--- src/rtl/uram_rd_stream.sv ---
// uram_rd_stream: streams a wrapping range of URAM words to a ready/valid sink with credit-based flow control
module uram_rd_stream #(
  parameter int ADDR_WIDTH = 14,
  parameter int DATA_WIDTH = 64,
  parameter int DATA_DEPTH = 3100,
  parameter int FIFO_DEPTH = 4
) (
  input  logic                  clk,
  input  logic                  rst_n,
  input  logic                  cmd_valid,
  output logic                  cmd_ready,
  input  logic [ADDR_WIDTH-1:0] cmd_addr,
  input  logic [ADDR_WIDTH-1:0] cmd_len,
  output logic [ADDR_WIDTH-1:0] ram_addrb,
  output logic                  ram_enb,
  input  logic [DATA_WIDTH-1:0] ram_doutb,
  output logic                  m_tvalid,
  input  logic                  m_tready,
  output logic [DATA_WIDTH-1:0] m_tdata,
  output logic                  m_tlast
);
  localparam int PW = FIFO_DEPTH > 1 ? $clog2(FIFO_DEPTH) : 1;
  localparam int CW = $clog2(FIFO_DEPTH + 1);
  typedef enum logic [1:0] {IDLE, READ, DRAIN} state_t;
  state_t state, state_nx;
  logic [ADDR_WIDTH-1:0] addr, last_addr, remaining;
  logic [1:0] vld, lst;
  logic [DATA_WIDTH:0] mem [FIFO_DEPTH];
  logic [PW-1:0] rd_ptr, wr_ptr;
  logic [CW-1:0] count;
  logic accept, credit, last_rd, pop;
  assign cmd_ready = rst_n && state == IDLE;
  assign accept = cmd_valid && cmd_ready;
  // a read may only issue if its data is guaranteed a FIFO slot, counting reads still in the RAM pipeline
  assign credit = 32'(count) + 32'(vld[0]) + 32'(vld[1]) < 32'(FIFO_DEPTH);
  assign ram_enb = state == READ && credit;
  assign ram_addrb = ram_enb ? addr : last_addr;
  assign last_rd = ram_enb && remaining == '0;
  assign m_tvalid = count != '0;
  assign {m_tlast, m_tdata} = m_tvalid ? mem[rd_ptr] : '0;
  assign pop = m_tvalid && m_tready;
  // next-state: stay in DRAIN until the tagged last beat leaves the FIFO
  always_comb begin
    state_nx = state;
    case (state)
      IDLE:    if (accept) state_nx = READ;
      READ:    if (last_rd) state_nx = DRAIN;
      DRAIN:   if (pop && m_tlast) state_nx = IDLE;
      default: state_nx = IDLE;
    endcase
  end
  // state, read address generation and the 2-stage in-flight valid/last tracker
  always_ff @(posedge clk or negedge rst_n) begin
    if (!rst_n) begin
      state <= IDLE;
      addr <= '0;
      last_addr <= '0;
      remaining <= '0;
      vld <= '0;
      lst <= '0;
    end else begin
      state <= state_nx;
      vld <= {vld[0], ram_enb};
      lst <= {lst[0], last_rd};
      if (accept) begin
        addr <= cmd_addr;
        remaining <= cmd_len;
      end else if (ram_enb) begin
        addr <= addr == ADDR_WIDTH'(DATA_DEPTH - 1) ? '0 : addr + 1'b1;
        remaining <= remaining - 1'b1;
        last_addr <= addr;
      end
    end
  end
  // FIFO pointers and occupancy; push when a tracked read's data emerges from the RAM
  always_ff @(posedge clk or negedge rst_n) begin
    if (!rst_n) begin
      rd_ptr <= '0;
      wr_ptr <= '0;
      count <= '0;
    end else begin
      if (vld[1]) wr_ptr <= wr_ptr == PW'(FIFO_DEPTH - 1) ? '0 : wr_ptr + 1'b1;
      if (pop) rd_ptr <= rd_ptr == PW'(FIFO_DEPTH - 1) ? '0 : rd_ptr + 1'b1;
      count <= count + CW'(vld[1]) - CW'(pop);
    end
  end
  // FIFO storage needs no reset: reads are gated by count
  always_ff @(posedge clk) begin
    if (vld[1]) mem[wr_ptr] <= {lst[1], ram_doutb};
  end
endmodule

--- config.mk ---
export PLATFORM = sky130hd
export DESIGN_NAME = uram_rd_stream
export DESIGN_NICKNAME = d
export VERILOG_FILES = /design/src/rtl/uram_rd_stream.sv
export SDC_FILE = /design/constraint.sdc
export NUM_CORES = 1
export LEC_CHECK = 0
export CAP_MARGIN = 20
export CORE_MARGIN = 3
export CORE_UTILIZATION = 50
export CTS_CLUSTER_DIAMETER = 150
export CTS_CLUSTER_SIZE = 40
export DETAILED_ROUTE_END_ITERATION = 7
export DONT_BUFFER_PORTS = 1
export PLACE_DENSITY_LB_ADDON = 0.05
export REMOVE_ABC_BUFFERS = 1
export SLEW_MARGIN = 20
export SYNTH_ARGS = -nofsm -noshare
export SYNTH_HDL_FRONTEND = slang
export SYNTH_SLANG_ARGS = --single-unit
--- constraint.sdc ---
create_clock -name clk -period 3.6 [get_ports clk]
set_input_delay 0.54 -clock clk [delete_from_list [all_inputs] [get_ports clk]]
set_output_delay 0.54 -clock clk [all_outputs]
set_load 0.03 [all_outputs]
==> results of run 1 <==
report_power, final:
part	switching (µW)	leakage (µW)	internal [µW]
sequential	653	0.00304	4990
combinational	3140	0.00116	1710
clock	989	0.000142	584
total	4780	0.00435	7280
worst paths after layout:
path | from | to | slack [ns]
min reg2reg | lst[0] | lst[1] | 0.37
max in group asynchronous | rst_n | rd_ptr[0] | 2.78
max reg2reg | vld[1] | addr[9] | 0.97
min in group asynchronous | rst_n | addr[10] | 0.55
min | ram_doutb[0] | mem[1][0] | 0.13
max | vld[1] | ram_addrb[6] | 0.18
stage by stage:
stage,cell area [µm²],TNS [ns],power (µW),setup slack [ns]
after CTS,13500,0,12300,0.0321
final,13500,0,12100,0.181
after detailed placement,13100,0,10700,0.586
after global placement,13100,0,10600,0.665
after global routing,13500,0,12800,0.0000810
after floorplan,12600,-33.76,9690,-0.543
state kept, by name, summed over array words and instances (netlist names):
register	cells
wr_ptr	2
last_addr	14
state	2
rd_ptr	2
mem	260
count	3
vld	2
lst	2
remaining	14
addr	14
repair_timing:
| item | 4_1_cts | 5_1_grt |
|---|---|---|
| endpoints found under the hold margin | 55 | 0 |
| resized for setup | 0 | 2 |
| hold buffers | 2 | 0 |
| endpoints found under the setup margin | 0 | 14 |
cell families after synthesis:
family                   count (synthesis)  synth area share [%]
AND/OR/NAND/NOR                        177                  7.96
XOR/XNOR                                 5                 0.342
multiplexers                            92                  13.8
AO/OA/AOI/OAI                           58                  3.14
flip-flops                             315                  71.8
adder cells (fa/ha/maj)                 13                  1.33
buffers and inverters                   53                  1.64
per-layer routing:
| metal | up-vias | track usage (%) | share of wire [%] |
|---|---|---|---|
| met5 | - | 0 | 0 |
| li1 | 2757 | - | - |
| met1 | 3213 | 22.3 | 40 |
| met2 | 171 | 29.9 | 51 |
| met4 | 0 | 3.44 | 1.5 |
| met3 | 24 | 4.76 | 7.2 |
cells in the mapped netlist (all sizes together), types with 4 or more instances:
master	instances
or3	9
nand3	18
or4	7
inv	16
nor2	17
nor3	4
o211ai	14
and2	70
o21ai	13
nand4	5
mux4	65
xor2	4
ha	12
edfxtp	260
nand2	30
o311ai	12
dfrtp	55
a31oi	10
buf	9
clkbuf	28
mux2	27
a21oi	4
cell type report:
cell class | instances | area, µm² | share of cell area, %
Clock inverter | 1 | 7.51 | 0.0556
Timing Repair Buffer | 10 | 116 | 0.862
Multi-Input combinational cell | 345 | 3420 | 25.3
Sequential cell | 315 | 9190 | 68.1
Clock buffer | 16 | 294 | 2.18
Tap cell | 324 | 405 | 3.00
Inverter | 16 | 60.1 | 0.445
==> results.yml, run 1 <==
cells_and_area:
  fillCellCount: 1932
  fin_cells: 1027
  final_nets: 808
  syn2layout_area_growth_pct: 5.47
  final_common_cell: "edfxtp_1"
  utilization_pct: 54.5
  antennaDiodeCount: 0
  final_cell_mix: "260 x edfxtp_1, 66 x and2_1, 65 x mux4_2, 53 x dfrtp_1, 29 x nand2_1"
  drive_above_1_share_pct: 19.3
cts:
  clock_path_buffers: 3
  clkTransAtPathRegs_ns: 0.14
  cts_setup_buffers: 0
  cts_tree: "yes"
  cts_root_buf: "clkbuf_16"
  cts_sinks: 315
  cts.htree.levels: 1
  clkLatencyLatePin_ns: 0.49
  numCtsBuffers: 11
die:
  pin_count: 178
  rows: 57
  fp.dieArea_um2: 27500
  core_um2: 24700
  die_x_um: 166
  start_util_pct: 51.7
  die_h_um: 166
worst_setup_path:
  critPathSlowestCell: "dfrtp_1"
  end_kind: "output port"
  critPathTopFamily: "simple AND/OR/NAND/NOR gates"
  timing.critical_path.buf_inv: 1
  start_kind: "flop"
  crit_cells: 6
  path_class: "flop to output port"
  cp_max_fo: 59
  r2r.worst_path.cells: 7
  worstPathArrival_ns: 2.88
  required_ns: 3.06
  cpPeakStageDelay_ns: 0.51
  crit_chain: "ha_1, a21oi_1, or3_1, nand3_2, clkbuf_8, mux2_2"
timing:
  fin_skew_ns: 0.0114
  fin_crit_ns: 3.42
  fmax_mhz: 292
  max-slew-margin-rel_pct: 30.3
  rsz0062_at_grt: "false"
  tightest_slew_ns: 1.05
  hold_violations: 0
  hold_slack_ns: 0.130
  fin_crit_sh_pct: 95.0
  slew_viol_final: 0
  setup_viol: 0
synth:
  synth_seq_area_share_pct: 71.8
  async_reset_ff_share_pct: 17.5
  ys_ff_latch: 315
  synth_area_um2: 12800
  synth_enable_flop_cells: 260
  syn_avg_cell_area_um2: 17.9
  ys_types: 45
  yosys-top-cells-area: "edfxtp_1 61%, mux4_2 11%, dfrtp_1 11%"
  synth_area_leader_cell: "edfxtp_1"
  synth_warnings: 0
  synth_top_area_share_pct: 61.0
  synth_flop_cell: "edfxtp_1"
  netlist_instances: 713
placement:
  port_buffers: 0
  gp_congestion: 0.839
  post-place-cells: 1008
  dp_hpwl_um: 14300
detailed_routing:
  wl_per_cell_um: 23.3
  num_vias: 6165
  drt_pass1_iterations: 5
  drt-initial-drc-count: 538
  antenna_left: 0
  wl_um: 23900
  drc: 0
  vias_per_cell: 6.00
run:
  cap_violations: 0
hold_path:
  whs_path_depth: 0
  hp-class: "primary input to flop"
global_routing:
  grt_max_degree: 68
  grt_pass1_vias: 6655
  grt_pass1_wl_um: 38000
  antenna_found_initial: 0
  gr-usage-all-layers_pct: 17.3
  overflow: 0
power_and_ir_drop:
  p_leak_uw: 0.00435
  power.density_nw_per_um2: 894
  peakVddDrop_uv: 587
status:
  outcome: "finished, final reports clean"
Power figures use the tool's default switching activity.
==> inputs of run 2 (changes only) <==
--- a/config.mk
+++ b/config.mk
@@ -12,6 +12,7 @@
 export CTS_CLUSTER_SIZE = 40
 export DETAILED_ROUTE_END_ITERATION = 7
 export DONT_BUFFER_PORTS = 1
+export GPL_ROUTABILITY_DRIVEN = 0
 export PLACE_DENSITY_LB_ADDON = 0.05
 export REMOVE_ABC_BUFFERS = 1
 export SLEW_MARGIN = 20
==> results of run 2 <==
The final DEF is identical to that of run 1; final timing and power are the same.
